===== src/rtl/mole_pkg.sv =====
// Shared types and constants for the mole spawn scheduler and its LFSR.
package mole_pkg;

  localparam logic [1:0] MOLE_EMPTY = 2'b00;
  localparam logic [1:0] MOLE_DEEP  = 2'b01;
  localparam logic [1:0] MOLE_UP    = 2'b10;
  localparam logic [1:0] MOLE_HIT   = 2'b11;

  typedef enum logic [2:0] {
    ST_IDLE,
    ST_WAIT,
    ST_PICK,
    ST_ISSUE,
    ST_DONE
  } sched_state_t;

  // x^8 + x^6 + x^5 + x^4 + 1 taps on q[7], q[5], q[4], q[3]
  localparam logic [7:0] LFSR_TAPS = 8'hB8;

  function automatic logic [7:0] lfsr_step(input logic [7:0] q);
    return {q[6:0], ^(q & LFSR_TAPS)};
  endfunction

endpackage


===== src/rtl/mole_lfsr8.sv =====
// 8-bit Fibonacci LFSR used for pseudo-random hole selection.
module mole_lfsr8
  import mole_pkg::*;
#(
  parameter logic [7:0] SEED = 8'hA5
) (
  input  logic       clk,
  input  logic       rst,
  input  logic       en,
  output logic [7:0] q
);

  always_ff @(posedge clk or posedge rst) begin
    if (rst) begin
      q <= SEED;
    end else if (en) begin
      q <= lfsr_step(q);
    end
  end

endmodule


===== src/rtl/mole_scheduler.sv =====
// Spawn scheduler: picks idle holes, drives one-hot start requests and runs the round timer.
module mole_scheduler
  import mole_pkg::*;
#(
  parameter int unsigned N_MOLES     = 4,
  parameter int unsigned MAX_ACTIVE  = 2,
  parameter int unsigned SPAWN_GAP   = 6,
  parameter int unsigned START_HOLD  = 10,
  parameter int unsigned GAME_FRAMES = 1800,
  parameter logic [7:0]  LFSR_SEED   = 8'hA5
) (
  input  logic                   animation_clk,
  input  logic                   rst,
  input  logic                   run_en,
  input  logic                   pause,
  input  logic [2*N_MOLES-1:0]   mole_state,
  output logic [N_MOLES-1:0]     start,
  output logic                   game_over,
  output logic [15:0]            frames_left,
  output logic [3:0]             active_count,
  output logic [7:0]             spawn_count
);

  localparam int unsigned SEL_W = $clog2(N_MOLES);
  localparam logic [3:0]  MAX_ACT     = 4'(MAX_ACTIVE);
  localparam logic [7:0]  GAP_INIT    = 8'(SPAWN_GAP);
  localparam logic [7:0]  HOLD_LAST   = 8'(START_HOLD - 1);
  localparam logic [15:0] FRAMES_INIT = 16'(GAME_FRAMES);

  sched_state_t     state, state_d;
  logic [7:0]       gap_cnt, gap_d;
  logic [7:0]       hold_cnt, hold_d;
  logic [SEL_W-1:0] sel, sel_d;
  logic [15:0]      frames_d;
  logic [7:0]       spawn_d;
  logic [7:0]       lfsr;
  logic             lfsr_unused;
  logic [N_MOLES-1:0] idle;
  logic [3:0]       busy_cnt;

  mole_lfsr8 #(.SEED(LFSR_SEED)) u_lfsr (
    .clk (animation_clk),
    .rst (rst),
    .en  (!pause),
    .q   (lfsr)
  );

  assign lfsr_unused = ^lfsr[7:SEL_W];

  // First idle hole at or after the candidate, wrapping around the array.
  function automatic logic [SEL_W-1:0] next_idle(input logic [SEL_W-1:0] c,
                                                 input logic [N_MOLES-1:0] idle_v);
    logic [SEL_W-1:0] idx;
    logic [SEL_W-1:0] pick;
    logic             found;
    pick  = c;
    found = 1'b0;
    for (int unsigned k = 0; k < N_MOLES; k++) begin
      idx = c + SEL_W'(k);
      if (!found && idle_v[idx]) begin
        pick  = idx;
        found = 1'b1;
      end
    end
    return pick;
  endfunction

  always_comb begin
    idle     = '0;
    busy_cnt = '0;
    for (int unsigned i = 0; i < N_MOLES; i++) begin
      idle[i] = (mole_state[2*i +: 2] == MOLE_EMPTY);
      if (!idle[i]) busy_cnt = busy_cnt + 4'd1;
    end
  end

  always_ff @(posedge animation_clk or posedge rst) begin
    if (rst) active_count <= '0;
    else     active_count <= busy_cnt;
  end

  always_ff @(posedge animation_clk or posedge rst) begin
    if (rst) begin
      state       <= ST_IDLE;
      gap_cnt     <= '0;
      hold_cnt    <= '0;
      sel         <= '0;
      frames_left <= FRAMES_INIT;
      spawn_count <= '0;
    end else if (!pause) begin
      state       <= state_d;
      gap_cnt     <= gap_d;
      hold_cnt    <= hold_d;
      sel         <= sel_d;
      frames_left <= frames_d;
      spawn_count <= spawn_d;
    end
  end

  always_comb begin
    state_d  = state;
    gap_d    = gap_cnt;
    hold_d   = hold_cnt;
    sel_d    = sel;
    frames_d = frames_left;
    spawn_d  = spawn_count;
    case (state)
      ST_IDLE: begin
        if (run_en) begin
          state_d  = ST_WAIT;
          frames_d = FRAMES_INIT;
          gap_d    = GAP_INIT;
          spawn_d  = '0;
        end
      end
      ST_WAIT, ST_PICK, ST_ISSUE: begin
        // Abort beats expiry, and expiry beats any spawn activity on the same edge.
        if (!run_en) begin
          state_d = ST_IDLE;
        end else if (frames_left == '0) begin
          state_d = ST_DONE;
        end else begin
          frames_d = frames_left - 16'd1;
          if (state == ST_WAIT) begin
            if (gap_cnt != '0) begin
              gap_d = gap_cnt - 8'd1;
            end else if ((active_count < MAX_ACT) && (|idle)) begin
              state_d = ST_PICK;
            end
          end else if (state == ST_PICK) begin
            if (|idle) begin
              sel_d   = next_idle(lfsr[SEL_W-1:0], idle);
              hold_d  = '0;
              state_d = ST_ISSUE;
            end else begin
              gap_d   = '0;
              state_d = ST_WAIT;
            end
          end else begin
            if (!idle[sel]) begin
              spawn_d = (spawn_count == 8'hFF) ? spawn_count : spawn_count + 8'd1;
              gap_d   = GAP_INIT;
              state_d = ST_WAIT;
            end else if (hold_cnt == HOLD_LAST) begin
              gap_d   = GAP_INIT;
              state_d = ST_WAIT;
            end else begin
              hold_d = hold_cnt + 8'd1;
            end
          end
        end
      end
      ST_DONE: begin
        if (!run_en) state_d = ST_IDLE;
      end
      default: state_d = ST_IDLE;
    endcase
  end

  always_comb begin
    start = '0;
    if ((state == ST_ISSUE) && !pause) start[sel] = 1'b1;
    game_over = (state == ST_DONE);
  end

endmodule

===== config.mk =====
export PLATFORM = sky130hd
export DESIGN_NAME = mole_scheduler
export DESIGN_NICKNAME = d
export VERILOG_FILES = /design/src/rtl/mole_pkg.sv /design/src/rtl/mole_lfsr8.sv /design/src/rtl/mole_scheduler.sv
export SDC_FILE = /design/constraint.sdc
export NUM_CORES = 1
export LEC_CHECK = 0
export BUFFER_PORTS_ARGS = -buffer_cell sky130_fd_sc_hd__buf_4
export CAP_MARGIN = 20
export CORE_ASPECT_RATIO = 0.7
export CORE_UTILIZATION = 40
export CTS_BUF_LIST = sky130_fd_sc_hd__clkbuf_2 sky130_fd_sc_hd__clkbuf_4 sky130_fd_sc_hd__clkbuf_8
export DETAILED_ROUTE_END_ITERATION = 16
export PLACE_DENSITY_LB_ADDON = 0.3
export SYNTH_ARGS = -nofsm -noshare
export SYNTH_HDL_FRONTEND = slang
export SYNTH_SLANG_ARGS = --single-unit

===== constraint.sdc =====
create_clock -name animation_clk -period 5.35 [get_ports animation_clk]
set_clock_uncertainty 0.15 [all_clocks]
set_input_delay 0.535 -clock animation_clk [delete_from_list [all_inputs] [get_ports animation_clk]]
set_output_delay 0.535 -clock animation_clk [all_outputs]
set_load 0.05 [all_outputs]

== Word-level counts from Yosys, hierarchy flattened ==
Index checks and enable logic that the tools add are counted.
Widths: inputs -> output; s select.

* Register bits after elaboration: 57
* Bits of input ports: 12
* Output and inout bits: 33
* Logic and storage cells: 157

* $add $sub $neg: 10
* Order comparisons: 7
* Equality and inequality tests: 22
* Multiplexer cells: 79
* Bitwise gates (word level): 3
* Reductions and logical operators: 28

{| class="wikitable"
|+ Operator list
! cell !! number
|-
| $mux 8 || 20
|-
| $mux 16 || 3
|-
| $pmux 16 s2 || 1
|-
| $pmux 8 s2 || 2
|-
| $mux 3 || 10
|-
| $mux 1 || 28
|-
| $ne 2x2->1 const B || 10
|-
| $add 8x1->8 const B || 2
|-
| $logic_not 16->1 || 1
|-
| $mux 4 || 4
|-
| $reduce_and 8->1 || 2
|-
| $sub 16x1->16 const B || 1
|-
| $lt 2x3->1 const B || 5
|-
| $ne 5x5->1 const B || 3
|-
| $add 4x1->4 const B || 3
|-
| $bmux 1 s2 || 5
|-
| $pmux 3 s3 || 1
|-
| $reduce_and 9->1 || 1
|-
| $eq 8x4->1 const B || 1
|-
| $eq 8x8->1 const B || 1
|-
| $logic_not 2->1 || 4
|-
| $mux 2 || 4
|-
| $reduce_bool 8->1 || 1
|-
| $reduce_xor 8->1 || 1
|-
| 22 further kinds || 35
|}

== Longest topological paths before layout ==
* Depth after elaboration: 31
* Mapped depth: 11

== By module ==
From an unflattened synthesis, not the netlist that was laid out.

* Cell total of the unflattened synthesis: 355
* Area, all modules: 3,357.0 um^2

{| class="wikitable"
|+ By module, submodules not included
! module !! times used !! cells an instance !! area each (um^2)
|-
| mole_scheduler || 1 || 333 || 3,029.2
|-
| mole_lfsr8 || 1 || 22 || 327.8
|}

== Worst setup path after synthesis ==
No wires, ideal clock.

* Kind: register -> register
* Start point: register frames_left[0]
* End point: register hold_cnt[7]
* Library setup time: 0.126 ns
* Arrival time: 2.687 ns
* Data required time: 5.074 ns
* Setup slack: 2.387 ns
* Cell stages (with the launch flop): 12
* Path buffers: 3
* Path through: dfrtp_1 > inv_1 > ha_1 > or3b_1 > clkbuf_1 > or4_1 > buf_2 > and3_4 > nand2_4 > buf_6 > nor4_1 > a221o_1

* Word-level cells in the longest chain between the ends: 3

{| class="wikitable"
|+ RTL lines
! element !! line !! RTL
|-
| start, declared || mole_scheduler.sv:19 || <nowiki>output logic [15:0] frames_left,</nowiki>
|-
| start signal, assigned || mole_scheduler.sv:95 || <nowiki>frames_left <= frames_d;</nowiki>
|-
| $logic_not 16->1 || mole_scheduler.sv:120 || <nowiki>end else if (frames_left == '0) begin</nowiki>
|-
| $not 1->1 (no source line) || n/a ||
|-
| $reduce_and 8->1 (no source line) || n/a ||
|-
| end signal, assigned || mole_scheduler.sv:93 || <nowiki>hold_cnt <= hold_d;</nowiki>
|-
| end, declared || mole_scheduler.sv:32 || <nowiki>logic [7:0] hold_cnt, hold_d;</nowiki>
|}

No other way between the ends.
A chain may end at the register's enable or synchronous reset.

== Worst setup path after layout ==
* Start point: register frames_left[0]
* End point: register frames_left[13]

* Word-level cells in the longest chain between the ends: 4
* Elaborated cells on any way between the ends: 7

{| class="wikitable"
|+ RTL lines
! element !! line !! RTL
|-
| $sub 16x1->16 || mole_scheduler.sv:123 || <nowiki>frames_d = frames_left - 16'd1;</nowiki>
|-
| $mux 16 || mole_scheduler.sv:120 ||
|-
| $mux 16 || mole_scheduler.sv:118 || <nowiki>if (!run_en) begin</nowiki>
|-
| $pmux 16 s2 || mole_scheduler.sv:107 || <nowiki>case (state)</nowiki>
|}

Several ways; a longest one is shown, not always the timed one. The select of a mux whose other input is x is not followed.

==> load_flow_metrics.sql <==
INSERT INTO impl_metrics (metric_group, metric, value, unit) VALUES
('clock_tree', 'postcts_setup_bufs', '0', ''),
('floorplan', 'fp.dieArea', '8550', 'sq um'),
('grt', 'grt_antenna_before_repair', '0', ''),
('power', 'powerDensity', '462', 'nW/um^2'),
('run_status', 'status', 'complete, no violations', ''),
('synthesis', 'synthesis.area_per_instance', '9.32', 'sq um'),
('grt', 'largest_net_degree_at_the_start_of_global_routing', '58', ''),
('timing', 'report.final.setup_viol', '0', ''),
('floorplan', 'die_h', '77.7', 'um'),
('final_layout', 'regArea', '1440', 'sq um'),
('power', 'ir_worst_vdd', '0.259', 'mV'),
('timing', 'timing.fmax', '315', 'MHz'),
('clock_tree', 'clkSlewWorstSetupHoldPaths', '0.06', 'ns'),
('setup_path', 'critPathLaunchType', 'register', ''),
('power', 'power.leakage', '1.66', 'nW'),
('placement', 'pre_cts_ws', '2.22', 'ns'),
('drt', 'detail_route.drc_violations', '0', ''),
('final_layout', 'multi_input_area', '1700', 'sq um'),
('job', 'cap_viol_max_count', '0', ''),
('drt', 'drt_first_iter_violations', '184', ''),
('grt', 'grt_pass1_vias', '2540', ''),
('final_layout', 'antenna_cells_inserted', '0', ''),
('timing', 'min_period_over_period', '0.593', ''),
('clock_tree', 'clock_path_buffers', '2', ''),
('synthesis', 'async_reset_ff_frac', '1.00', ''),
('clock_tree', 'num_cts_buffers', '9', ''),
('clock_tree', 'root_driver', 'sky130_fd_sc_hd__clkbuf_8', ''),
('clock_tree', 'cts_hold_repair.buffers', '0', ''),
('clock_tree', 'ctsHtreeMaxLevel', '3', ''),
('placement', 'globalplace.congestion', '0.827', ''),
('floorplan', 'initial_utilization', '0.414', ''),
('final_layout', 'num-fill-cells', '759', ''),
('timing', 'finalSetupTns', '0', 'ns'),
('floorplan', 'die_w', '110', 'um'),
('setup_path', 'data_arrival_time_of_the_critical_path', '3.22', 'ns'),
('floorplan', 'placeableCoreArea', '7910', 'sq um'),
('synthesis', 'synthesis_warnings', '0', ''),
('setup_path', 'timing.critical_path.fanout_max', '11', ''),
('drt', 'routedWlPerCell', '14.5', 'um'),
('synthesis', 'synthesis.nets', '372', ''),
('drt', 'drt_pre_antenna_iters', '5', ''),
('drt', 'drt_wl_total', '7.17', 'mm'),
('synthesis', 'synth_top_flop_cell', 'sky130_fd_sc_hd__dfrtp_1', ''),
('timing', 'worst_slew_pin_slew', '0.780', 'ns'),
('final_layout', 'fraction_of_layout_cells_with_a_size_suffix_above_1', '0.244', ''),
('clock_tree', 'worst_skew_pair.late_latency', '0.34', 'ns'),
('placement', 'port_buffers', '44', ''),
('setup_path', 'path_class', 'reg2reg', ''),
('synthesis', 'synthesis.instances', '351', ''),
('timing', 'timing.final.crit_period', '3.17', 'ns'),
('setup_path', 'crit_chain', 'inv_1 -> ha_1 -> or3b_1 -> or4_1 -> o211ai_1 -> nor3_1 -> xnor2_1 -> nor2_1', ''),
('grt', 'grt.overflow.total', '0', ''),
('placement', 'placed_wire_length_estimate_after_detailed_placement', '5.08', 'mm'),
('timing', 'grt_setup_unrepaired', 'false', ''),
('floorplan', 'io-pin-count', '45', ''),
('drt', 'number_of_nets_with_antenna_violations_after_detailed_routing', '0', ''),
('timing', 'timing.slew.headroom', '0.475', ''),
('synthesis', 'synth-seq-cells', '57', ''),
('setup_path', 'setup.reg_to_reg.worst_slack', '2.18', 'ns'),
('clock_tree', 'clock-sinks', '57', ''),
('clock_tree', 'tritoncts', 'done', ''),
('drt', 'drt-vias-per-instance', '5.44', ''),
('setup_path', 'worst_setup_path_end_kind', 'register', ''),
('synthesis', 'yosysUniqueCellTypes', '59', ''),
('timing', 'timing_max_transition_violations_final', '0', ''),
('floorplan', 'row_count', '27', ''),
('synthesis', 'synth_edf_count', '0', ''),
('setup_path', 'required', '5.40', 'ns'),
('drt', 'dr_total_vias', '2685', ''),
('worst_hold_path', 'hp-class', 'in2async', ''),
('timing', 'final_critical_path_setup_slack', '2.18', 'ns'),
('setup_path', 'timing.critical_path.slowest_cell_delay', '0.68', 'ns'),
('synthesis', 'post_synth_instance_area', '3270', 'sq um'),
('final_layout', 'finalNetCount', '409', ''),
('grt', 'wire_length_of_the_first_global_routing_pass', '12.7', 'mm'),
('final_layout', 'area_growth', '17.1', '%'),
('synthesis', 'synth_sequential_area_ratio', '0.439', ''),
('grt', 'gr-usage-all-layers', '0.193', ''),
('setup_path', 'timing.critical_path.slowest_stage_cell', 'sky130_fd_sc_hd__or4_1', ''),
('clock_tree', 'post_cts.resized_instances', '0', ''),
('timing', 'final-hold-violation-count', '0', '');
==> cell usage after synthesis (all sizes together) (3+ instances only) <==
cell type	count	area, sq um
clkbuf	10	37.5
o22ai	4	25.0
o21ai	28	144
nand2b	4	25.0
or2	7	43.8
dfstp	8	210
nand3	15	80.1
and3	7	48.8
or4	7	56.3
o41ai	3	26.3
mux2	8	93.8
a21oi	10	50.1
xnor2	24	210
buf	9	48.8
a31oi	3	18.8
nor4	7	43.8
o31ai	7	57.6
dfrtp	49	1230
nor2b	3	18.8
nor3	14	70.1
nor2	40	150
inv	12	45.0
ha	9	113
and2	3	18.8
nand2	25	101
nor3b	5	37.5
or3	6	37.5
==> registers in the layout, indices dropped and copies added (netlist names) <==
| register | cells |
|---|---|
| state | 3 |
| gap_cnt | 8 |
| u_lfsr.q | 8 |
| sel | 2 |
| active_count | 4 |
| hold_cnt | 8 |
| frames_left | 16 |
| spawn_count | 8 |
==> path summary, 6_finish.rpt <==
kind / from / endpoint / depth (start not counted)
max: frames_left[0] / frames_left[13] / 8
min: rst / state[2] / 3
max reg2reg: frames_left[0] / frames_left[13] / 8
min reg2reg: gap_cnt[7] / gap_cnt[7] / 1
max in group asynchronous: rst / hold_cnt[4] / 3
min in group animation_clk: gap_cnt[7] / gap_cnt[7] / 1
==> final cells by class <==
| type | instances | area share |
|---|---|---|
| Clock buffer | 13 | 0.0434 |
| Clock inverter | 3 | 0.00392 |
| Inverter | 12 | 0.0118 |
| Multi-Input combinational cell | 263 | 0.445 |
| Sequential cell | 57 | 0.375 |
| Tap cell | 101 | 0.0330 |
| Timing Repair Buffer | 45 | 0.0882 |
==> routing by layer <==
metal  vias up  global-route usage  wire length (um)
li1       1333                   -                 -
met4         0              0.0587                51
met2        50               0.256              3020
met1      1294               0.289              3740
met5         -                   0                 0
met3         8              0.0681               359
==> placed cells by master, fill, tap and decap left out, types with 6 or more instances in the layout <==
cell type	instances
sky130_fd_sc_hd__or4_1	6
sky130_fd_sc_hd__o21ai_0	27
sky130_fd_sc_hd__mux2_2	7
sky130_fd_sc_hd__ha_1	9
sky130_fd_sc_hd__nand2_1	24
sky130_fd_sc_hd__xnor2_1	24
sky130_fd_sc_hd__or2_2	7
sky130_fd_sc_hd__nor4_1	7
sky130_fd_sc_hd__inv_1	11
sky130_fd_sc_hd__and3_1	6
sky130_fd_sc_hd__nor3_1	14
sky130_fd_sc_hd__a21oi_1	10
sky130_fd_sc_hd__clkbuf_8	11
sky130_fd_sc_hd__dfstp_2	8
sky130_fd_sc_hd__or3_1	6
sky130_fd_sc_hd__buf_4	45
sky130_fd_sc_hd__dfrtp_1	49
sky130_fd_sc_hd__nand3_1	14
sky130_fd_sc_hd__nor2_1	40
sky130_fd_sc_hd__o31ai_1	6
==> report_power, final <==
group / total, mW / internal (mW) / switching [mW]
Sequential: 0.678 / 0.552 / 0.126
Combinational: 0.723 / 0.258 / 0.465
Clock: 0.367 / 0.201 / 0.166
==> critical path: cells and delay by family (launching register included) <==
kind	cells	cell delay, ns
AOI/OAI and AO/OA	1	0.66
adders and majority gates	1	0.16
buffers and inverters	1	0.10
DFF	1	0.41
and+or+nand+nor	4	1.39
xor gates and xnor gates	1	0.17
==> cell families after synthesis <==
family,synth area share
xor+xnor,0.0696
fa+ha+maj,0.0344
compound gates,0.136
flops,0.439
mux,0.0356
buf+inv,0.0402
other cells,0.00115
simple gates,0.244
==> stage by stage <==
stage	area, sq um	power, mW	util	cells	hold WS [ns]
6_report	3830	1.77	0.484	494	0.239
5_1_grt	3830	1.90	0.484	494	0.317
4_1_cts	3830	1.78	0.484	494	0.271
3_5_place_dp	3650	1.40	0.462	478	0.342
3_3_place_gp	3650	1.39	0.462	478	0.319
2_1_floorplan	3270	1.22	-	351	0.298
Power figures use the tool's default switching activity.
